<file path="src/rtl/tm1638_multi_ctrl.sv">
// rtl/tm1638_multi_ctrl.sv - multi-board TM1638 LED&KEY display refresh and key scan controller
module tm1638_multi_ctrl #(
    parameter int CLOCK_FREQ_MHz = 12,
    parameter int TM_CLK_KHz     = 500,
    parameter int NUM_BOARDS     = 2,
    parameter int READ_WAIT_US   = 2
) (
    input  logic                     CLK,
    input  logic                     rst_n,
    input  logic [NUM_BOARDS*64-1:0] i_digits,
    input  logic [NUM_BOARDS*8-1:0]  i_leds,
    input  logic [2:0]               i_bright,
    input  logic                     i_disp_on,
    output logic [NUM_BOARDS*8-1:0]  o_keys,
    output logic                     o_frame_done,
    output logic                     o_tm_clk,
    output logic [NUM_BOARDS-1:0]    o_tm_stb,
    output logic                     o_dio_out,
    output logic                     o_dio_oe,
    input  logic                     i_dio_in
);
    localparam int HALF_RAW  = CLOCK_FREQ_MHz * 1000 / (2 * TM_CLK_KHz);
    localparam int HALF      = (HALF_RAW < 1) ? 1 : HALF_RAW;
    localparam int RWAIT_RAW = READ_WAIT_US * CLOCK_FREQ_MHz;
    localparam int RWAIT     = (RWAIT_RAW < 1) ? 1 : RWAIT_RAW;
    localparam int WAIT_MAX  = (2 * HALF > RWAIT) ? 2 * HALF : RWAIT;
    localparam int WW        = $clog2(WAIT_MAX);
    localparam int BW        = (NUM_BOARDS < 2) ? 1 : $clog2(NUM_BOARDS);

    typedef enum logic [2:0] {
        S_IDLE, S_START, S_SETUP, S_LO, S_HI, S_RDWAIT, S_GAP
    } state_t;

    typedef enum logic [1:0] {
        C_MODE, C_DATA, C_CTRL, C_KEYS
    } cmd_t;

    state_t          state;
    cmd_t            cmd;
    logic [BW-1:0]   board;
    logic [2:0]      bit_cnt;
    logic [4:0]      byte_cnt;
    logic [WW-1:0]   wait_cnt;
    logic [7:0]      tx_byte;
    logic [7:0]      rx_byte;
    logic [7:0]      key_acc;
    logic [63:0]     snap_digits;
    logic [7:0]      snap_leds;
    logic [2:0]      snap_bright;
    logic            snap_on;

    logic            reading;
    logic [1:0]      rd_idx;
    logic [7:0]      key_next;
    logic [7:0]      tx_first;
    logic [7:0]      tx_next;

    // Byte to send at position idx of the STB window for command c
    function automatic logic [7:0] tx_of(input cmd_t c, input logic [4:0] idx,
                                         input logic [63:0] dg, input logic [7:0] ld,
                                         input logic [2:0] br, input logic on);
        logic [3:0] addr;
        addr  = 4'(idx - 5'd1);
        tx_of = 8'h42;
        case (c)
            C_MODE: tx_of = 8'h40;
            C_DATA: begin
                if (idx == 5'd0)
                    tx_of = 8'hC0;
                else if (!addr[0])
                    tx_of = dg[{addr[3:1], 3'b000} +: 8];
                else
                    tx_of = {7'b0, ld[addr[3:1]]};
            end
            C_CTRL: tx_of = on ? {5'b10001, br} : 8'h80;
            default: tx_of = 8'h42;
        endcase
    endfunction

    // Read-phase decode and next transmit byte selection
    always_comb begin
        reading  = (cmd == C_KEYS) && (byte_cnt != 5'd0);
        rd_idx   = 2'(byte_cnt - 5'd1);
        key_next = key_acc;
        key_next[{1'b0, rd_idx}] = rx_byte[0];
        key_next[{1'b1, rd_idx}] = rx_byte[4];
        tx_first = tx_of(cmd, 5'd0, snap_digits, snap_leds, snap_bright, snap_on);
        tx_next  = tx_of(cmd, byte_cnt + 5'd1, snap_digits, snap_leds, snap_bright, snap_on);
    end

    // Sequencer: walks boards, commands, bytes and bits with registered pin outputs
    always_ff @(posedge CLK) begin
        if (!rst_n) begin
            state        <= S_IDLE;
            cmd          <= C_MODE;
            board        <= '0;
            bit_cnt      <= '0;
            byte_cnt     <= '0;
            wait_cnt     <= '0;
            tx_byte      <= '0;
            rx_byte      <= '0;
            key_acc      <= '0;
            snap_digits  <= '0;
            snap_leds    <= '0;
            snap_bright  <= '0;
            snap_on      <= 1'b0;
            o_keys       <= '0;
            o_frame_done <= 1'b0;
            o_tm_clk     <= 1'b1;
            o_tm_stb     <= '1;
            o_dio_out    <= 1'b1;
            o_dio_oe     <= 1'b0;
        end else begin
            o_frame_done <= 1'b0;
            case (state)
                S_IDLE: begin
                    cmd   <= C_MODE;
                    board <= '0;
                    state <= S_START;
                end

                // Open the STB window; a board's inputs are frozen as its mode command begins
                S_START: begin
                    o_tm_stb  <= ~(NUM_BOARDS'(1) << board);
                    o_dio_oe  <= 1'b1;
                    o_dio_out <= 1'b1;
                    if (cmd == C_MODE) begin
                        snap_digits <= i_digits[{board, 6'b000000} +: 64];
                        snap_leds   <= i_leds[{board, 3'b000} +: 8];
                        snap_bright <= i_bright;
                        snap_on     <= i_disp_on;
                    end
                    tx_byte  <= tx_first;
                    bit_cnt  <= '0;
                    byte_cnt <= '0;
                    wait_cnt <= WW'(HALF - 1);
                    state    <= S_SETUP;
                end

                S_SETUP: begin
                    if (wait_cnt == '0) begin
                        o_tm_clk  <= 1'b0;
                        o_dio_out <= tx_byte[0];
                        wait_cnt  <= WW'(HALF - 1);
                        state     <= S_LO;
                    end else begin
                        wait_cnt <= wait_cnt - 1'b1;
                    end
                end

                S_LO: begin
                    if (wait_cnt == '0) begin
                        o_tm_clk <= 1'b1;
                        if (reading)
                            rx_byte <= {i_dio_in, rx_byte[7:1]};
                        wait_cnt <= WW'(HALF - 1);
                        state    <= S_HI;
                    end else begin
                        wait_cnt <= wait_cnt - 1'b1;
                    end
                end

                S_HI: begin
                    if (wait_cnt != '0) begin
                        wait_cnt <= wait_cnt - 1'b1;
                    end else if (bit_cnt != 3'd7) begin
                        bit_cnt  <= bit_cnt + 3'd1;
                        o_tm_clk <= 1'b0;
                        if (!reading)
                            o_dio_out <= tx_byte[bit_cnt + 3'd1];
                        wait_cnt <= WW'(HALF - 1);
                        state    <= S_LO;
                    end else begin
                        bit_cnt  <= '0;
                        byte_cnt <= byte_cnt + 5'd1;
                        if (reading) begin
                            key_acc <= key_next;
                            if (byte_cnt == 5'd4) begin
                                o_keys[{board, 3'b000} +: 8] <= key_next;
                                o_frame_done <= (board == BW'(NUM_BOARDS - 1));
                                o_tm_stb     <= '1;
                                o_dio_oe     <= 1'b1;
                                o_dio_out    <= 1'b1;
                                wait_cnt     <= WW'(2 * HALF - 1);
                                state        <= S_GAP;
                            end else begin
                                o_tm_clk <= 1'b0;
                                wait_cnt <= WW'(HALF - 1);
                                state    <= S_LO;
                            end
                        end else if (cmd == C_KEYS) begin
                            // 0x42 sent: release DIO and give the chip time to drive it
                            o_dio_oe  <= 1'b0;
                            o_dio_out <= 1'b1;
                            wait_cnt  <= WW'(RWAIT - 1);
                            state     <= S_RDWAIT;
                        end else if (cmd == C_DATA && byte_cnt != 5'd16) begin
                            tx_byte   <= tx_next;
                            o_tm_clk  <= 1'b0;
                            o_dio_out <= tx_next[0];
                            wait_cnt  <= WW'(HALF - 1);
                            state     <= S_LO;
                        end else begin
                            o_tm_stb <= '1;
                            wait_cnt <= WW'(2 * HALF - 1);
                            state    <= S_GAP;
                        end
                    end
                end

                S_RDWAIT: begin
                    if (wait_cnt == '0) begin
                        o_tm_clk <= 1'b0;
                        wait_cnt <= WW'(HALF - 1);
                        state    <= S_LO;
                    end else begin
                        wait_cnt <= wait_cnt - 1'b1;
                    end
                end

                // STB high gap, then advance to the next command or board
                S_GAP: begin
                    if (wait_cnt == '0) begin
                        if (cmd == C_KEYS) begin
                            cmd <= C_MODE;
                            if (board == BW'(NUM_BOARDS - 1))
                                board <= '0;
                            else
                                board <= board + 1'b1;
                        end else begin
                            cmd <= cmd_t'(cmd + 2'd1);
                        end
                        state <= S_START;
                    end else begin
                        wait_cnt <= wait_cnt - 1'b1;
                    end
                end

                default: state <= S_IDLE;
            endcase
        end
    end
endmodule

</file>
<file path="config.mk">
export PLATFORM = sky130hd
export DESIGN_NAME = tm1638_multi_ctrl
export DESIGN_NICKNAME = d
export VERILOG_FILES = /design/src/rtl/tm1638_multi_ctrl.sv
export SDC_FILE = /design/constraint.sdc
export NUM_CORES = 1
export LEC_CHECK = 0
export BUFFER_PORTS_ARGS = -buffer_cell sky130_fd_sc_hd__buf_2
export CAP_MARGIN = 20
export CORE_AREA = 2 2 144 146
export DETAILED_ROUTE_END_ITERATION = 7
export DIE_AREA = 0 0 146 148
export SLEW_MARGIN = 25
export SYNTH_ARGS = -nofsm -noshare
export SYNTH_HDL_FRONTEND = slang
export SYNTH_SLANG_ARGS = --single-unit
</file>
<file path="constraint.sdc">
create_clock -name CLK -period 4 [get_ports CLK]
set_input_delay 0.4 -clock CLK [delete_from_list [all_inputs] [get_ports CLK]]
set_output_delay 0.4 -clock CLK [all_outputs]
set_load 0.02 [all_outputs]
</file>
==> metrics <==
port bufs 172; Area Growth Syn to Fin 21.2%; Final setup viols 0; Crit. End Element register; placed cell areas between 0.008 and 0.009 sq mm; leading area contributor after synthesis dfxtp_1; Pwr Density 557 mW/mm^2; Via density slightly above 5; sw power 1.72 mW; synthesized area 0.00755 sq mm; drt pass-1 iters 4; met3 Usage GRT 3.98%; clock tree from TritonCTS done; Top delay family on crit path adder cells; vias in the first global route 5888; hold path depth 3; Max Cap Viol 0; measured slew at the worst slew-check pin 811 ps; count leader, synth dfxtp_1; Congestion Overflow GR 0; Fin Setup TNS 0 ps; Levels on crit path 8; Max Freq 333 MHz; combinational fraction of design power 28.1%; die area 0.0216 sq mm; clock buffer depth 2; first-pass GRT wire length 30600 um; post-CTS setup buffers 0; Layout Nets 1091; CP Class register to register; All-Layer GR Usage between 15 and 20%; met1 usage 23.5%; Detail Placement HPWL 13800 um; Hold WC Path Type primary input to register; Rows 52; switching share of power 33.8%; Max stage delay on crit path 540 ps; worst skew pair latency approximately 430 ps; DIE HEIGHT 148 um; Leak Pwr 4.37 nW; CTS Buf Count 17; Arr. time, crit path around 3400 ps; Via Count 6231; wire per inst 15.5 um; fraction of the cycle the final worst path needs between 70% and 80%; pin count of the biggest net entering global routing approximately 90; CORE AREA 0.0200 sq mm; Cells after Synth approximately 800; Seq cells post-synth 141; Primary FF master, synth dfxtp_1; Seq/Total Area, Yosys 37.4%; Residual DRC 0; global routing's busiest layer met2; synth top area cells dfxtp_1, mux2i_1, o211a_1, nand2_1, mux4_2; CTS HTree Levels 4; worst rel slew slack 45.9%; dpl ws 927 ps; Antenna Nets Post-Route 0; Avg Cell Area, Syn 9.52 sq um; Req. time, crit path approximately 4400 ps; Slew Limit Fails 0; fraction of registers with async set/reset 0%; I/O pin cnt 173; Root Driver clkbuf_16; Reg2Reg Depth 8; Crit path buffers/inverters 2; # hold bufs at CTS 0; Synth top area share between 30% and 40%; Syn. warnings 0; critical-path cell list inv_1 -> ha_1 -> xor2_2 -> buf_4 -> mux4_2 -> mux2i_1 -> or4_1 -> a31oi_1; Layout Cell Area excl Fill 0.00915 sq mm; Sequential Power Share 40.9%; Max IR drop VDD ~0.39 mV; CTS Sinks 141; Fin. Hold Viols 0; post-CTS sizing 0; status completed; final wirelength 18800 um; Post-synth top cells dfxtp_1, nand2_1, mux2i_1; initial core utilization 37.7%; Synth cell types 68; RD Place Congestion 0.828; met2 global-route usage 28.2%; Max FO, Critical Path 10; clock-pin slew on the worst setup and hold paths roughly 70 ps; antenna violations before repair 0; clock share of power between 30% and 40%; DIE WIDTH 146 um; fin crit period 3000 ps; clock skew 7.95 ps; unrepaired setup endpoints after global routing false; Post-synth EDFFs 0; ratio of cells with drive above 1 in the final layout 27.3%; drt initial violations 341; Mapped Nets 958; CP max stage cell ha_1; Ant. Diodes 0; Internal 3.37 mW; Startpoint Class register; final setup margin 1000 ps
==> cells in the final DEF (no fill, tap or decap), types with 3 or more instances in the layout <==
| cell type | instances |
|---|---|
| o211ai_1 | 5 |
| buf_4 | 12 |
| mux4_2 | 20 |
| mux2i_1 | 102 |
| inv_1 | 11 |
| o21a_1 | 3 |
| mux2_1 | 3 |
| o21ai_1 | 15 |
| o21ai_0 | 9 |
| a21oi_1 | 18 |
| clkinvlp_4 | 3 |
| nor2b_1 | 31 |
| mux2_2 | 9 |
| nand4_1 | 5 |
| nand3_1 | 12 |
| and3_1 | 3 |
| a21boi_1 | 19 |
| inv_6 | 3 |
| o211a_1 | 75 |
| nor3_1 | 11 |
| a31oi_1 | 9 |
| buf_2 | 171 |
| a22oi_1 | 3 |
| nor2_1 | 23 |
| nand2_1 | 132 |
| clkbuf_16 | 17 |
| nand2b_1 | 3 |
| dfxtp_1 | 140 |
| ha_1 | 14 |
| clkinv_4 | 4 |
==> flip-flops by register name, indices dropped and copies added (netlist names), 5 cells and up <==
| signal | cells |
|---|---|
| byte_cnt | 5 |
| wait_cnt | 5 |
| rx_byte | 8 |
| tx_byte | 8 |
| o_keys | 16 |
| snap_digits | 64 |
| snap_leds | 8 |
| key_acc | 8 |
==> routing by layer <==
metal	wire length (um)	up-vias	part of all wire (%)
met4	248	0	1.3
li1	-	3154	-
met5	0	-	0
met3	876	17	4.7
met1	8780	2909	47
met2	8880	151	47
==> power groups by stage <==
| stage | Combinational [mW] | Clock, mW | Sequential, mW |
|---|---|---|---|
| after floorplan | 1.14 | 0 | 1.96 |
| after global placement | 1.43 | 0 | 2.11 |
| after detailed placement | 1.44 | 0 | 2.11 |
| after CTS | 1.45 | 1.61 | 2.08 |
| after global routing | 1.61 | 1.68 | 2.12 |
| final | 1.43 | 1.58 | 2.09 |
==> through the flow <==
stage / hold WS [ps] / instances / utilization [%] / total power [mW]
after floorplan: 431 / 793 / - / 3.10
after global placement: 439 / 1177 / 42.7 / 3.54
after detailed placement: 446 / 1177 / 42.7 / 3.55
after CTS: 191 / 1209 / 45.7 / 5.15
after global routing: 196 / 1209 / 45.7 / 5.41
final: 203 / 1209 / 45.7 / 5.09
==> worst register-to-register path, cell delays in order, from the launching register on <==
cell     delay, ps
dfxtp_1        510
inv_1          140
ha_1           540
xor2_2         540
buf_4          290
mux4_2         230
mux2i_1         60
or4_1          470
a31oi_1        160
==> logic make-up after synthesis <==
| group | count (synthesis) | share of synthesized area [%] |
|---|---|---|
| adders and majority gates | 14 | 2.32 |
| xor gates and xnor gates | 3 | 0.448 |
| DFF | 141 | 37.4 |
| buffers and inverters | 83 | 4.66 |
| and+or+nand+nor | 238 | 14.6 |
| AOI/OAI and AO/OA | 180 | 19.3 |
| muxes | 134 | 21.3 |
==> final timing paths <==
| check | start | to | slack, ps |
|---|---|---|---|
| max | byte_cnt[1] | tx_byte[7] | 1000 |
| min | i_bright[1] | snap_bright[1] | 200 |
| max reg2reg | byte_cnt[1] | tx_byte[7] | 1000 |
| min reg2reg | o_keys[0] | o_keys[0] | 450 |
==> area by class of cell <==
cell class | instances | area, sq um
tap | 270 | 338
clock inverter | 15 | 165
clock buffer | 17 | 425
inverter | 13 | 48.8
multi-input combinational | 569 | 4380
fill | 1989 | 10900
timing repair buffer | 184 | 966
sequential | 141 | 2830
(Power assumes the default switching activity.)
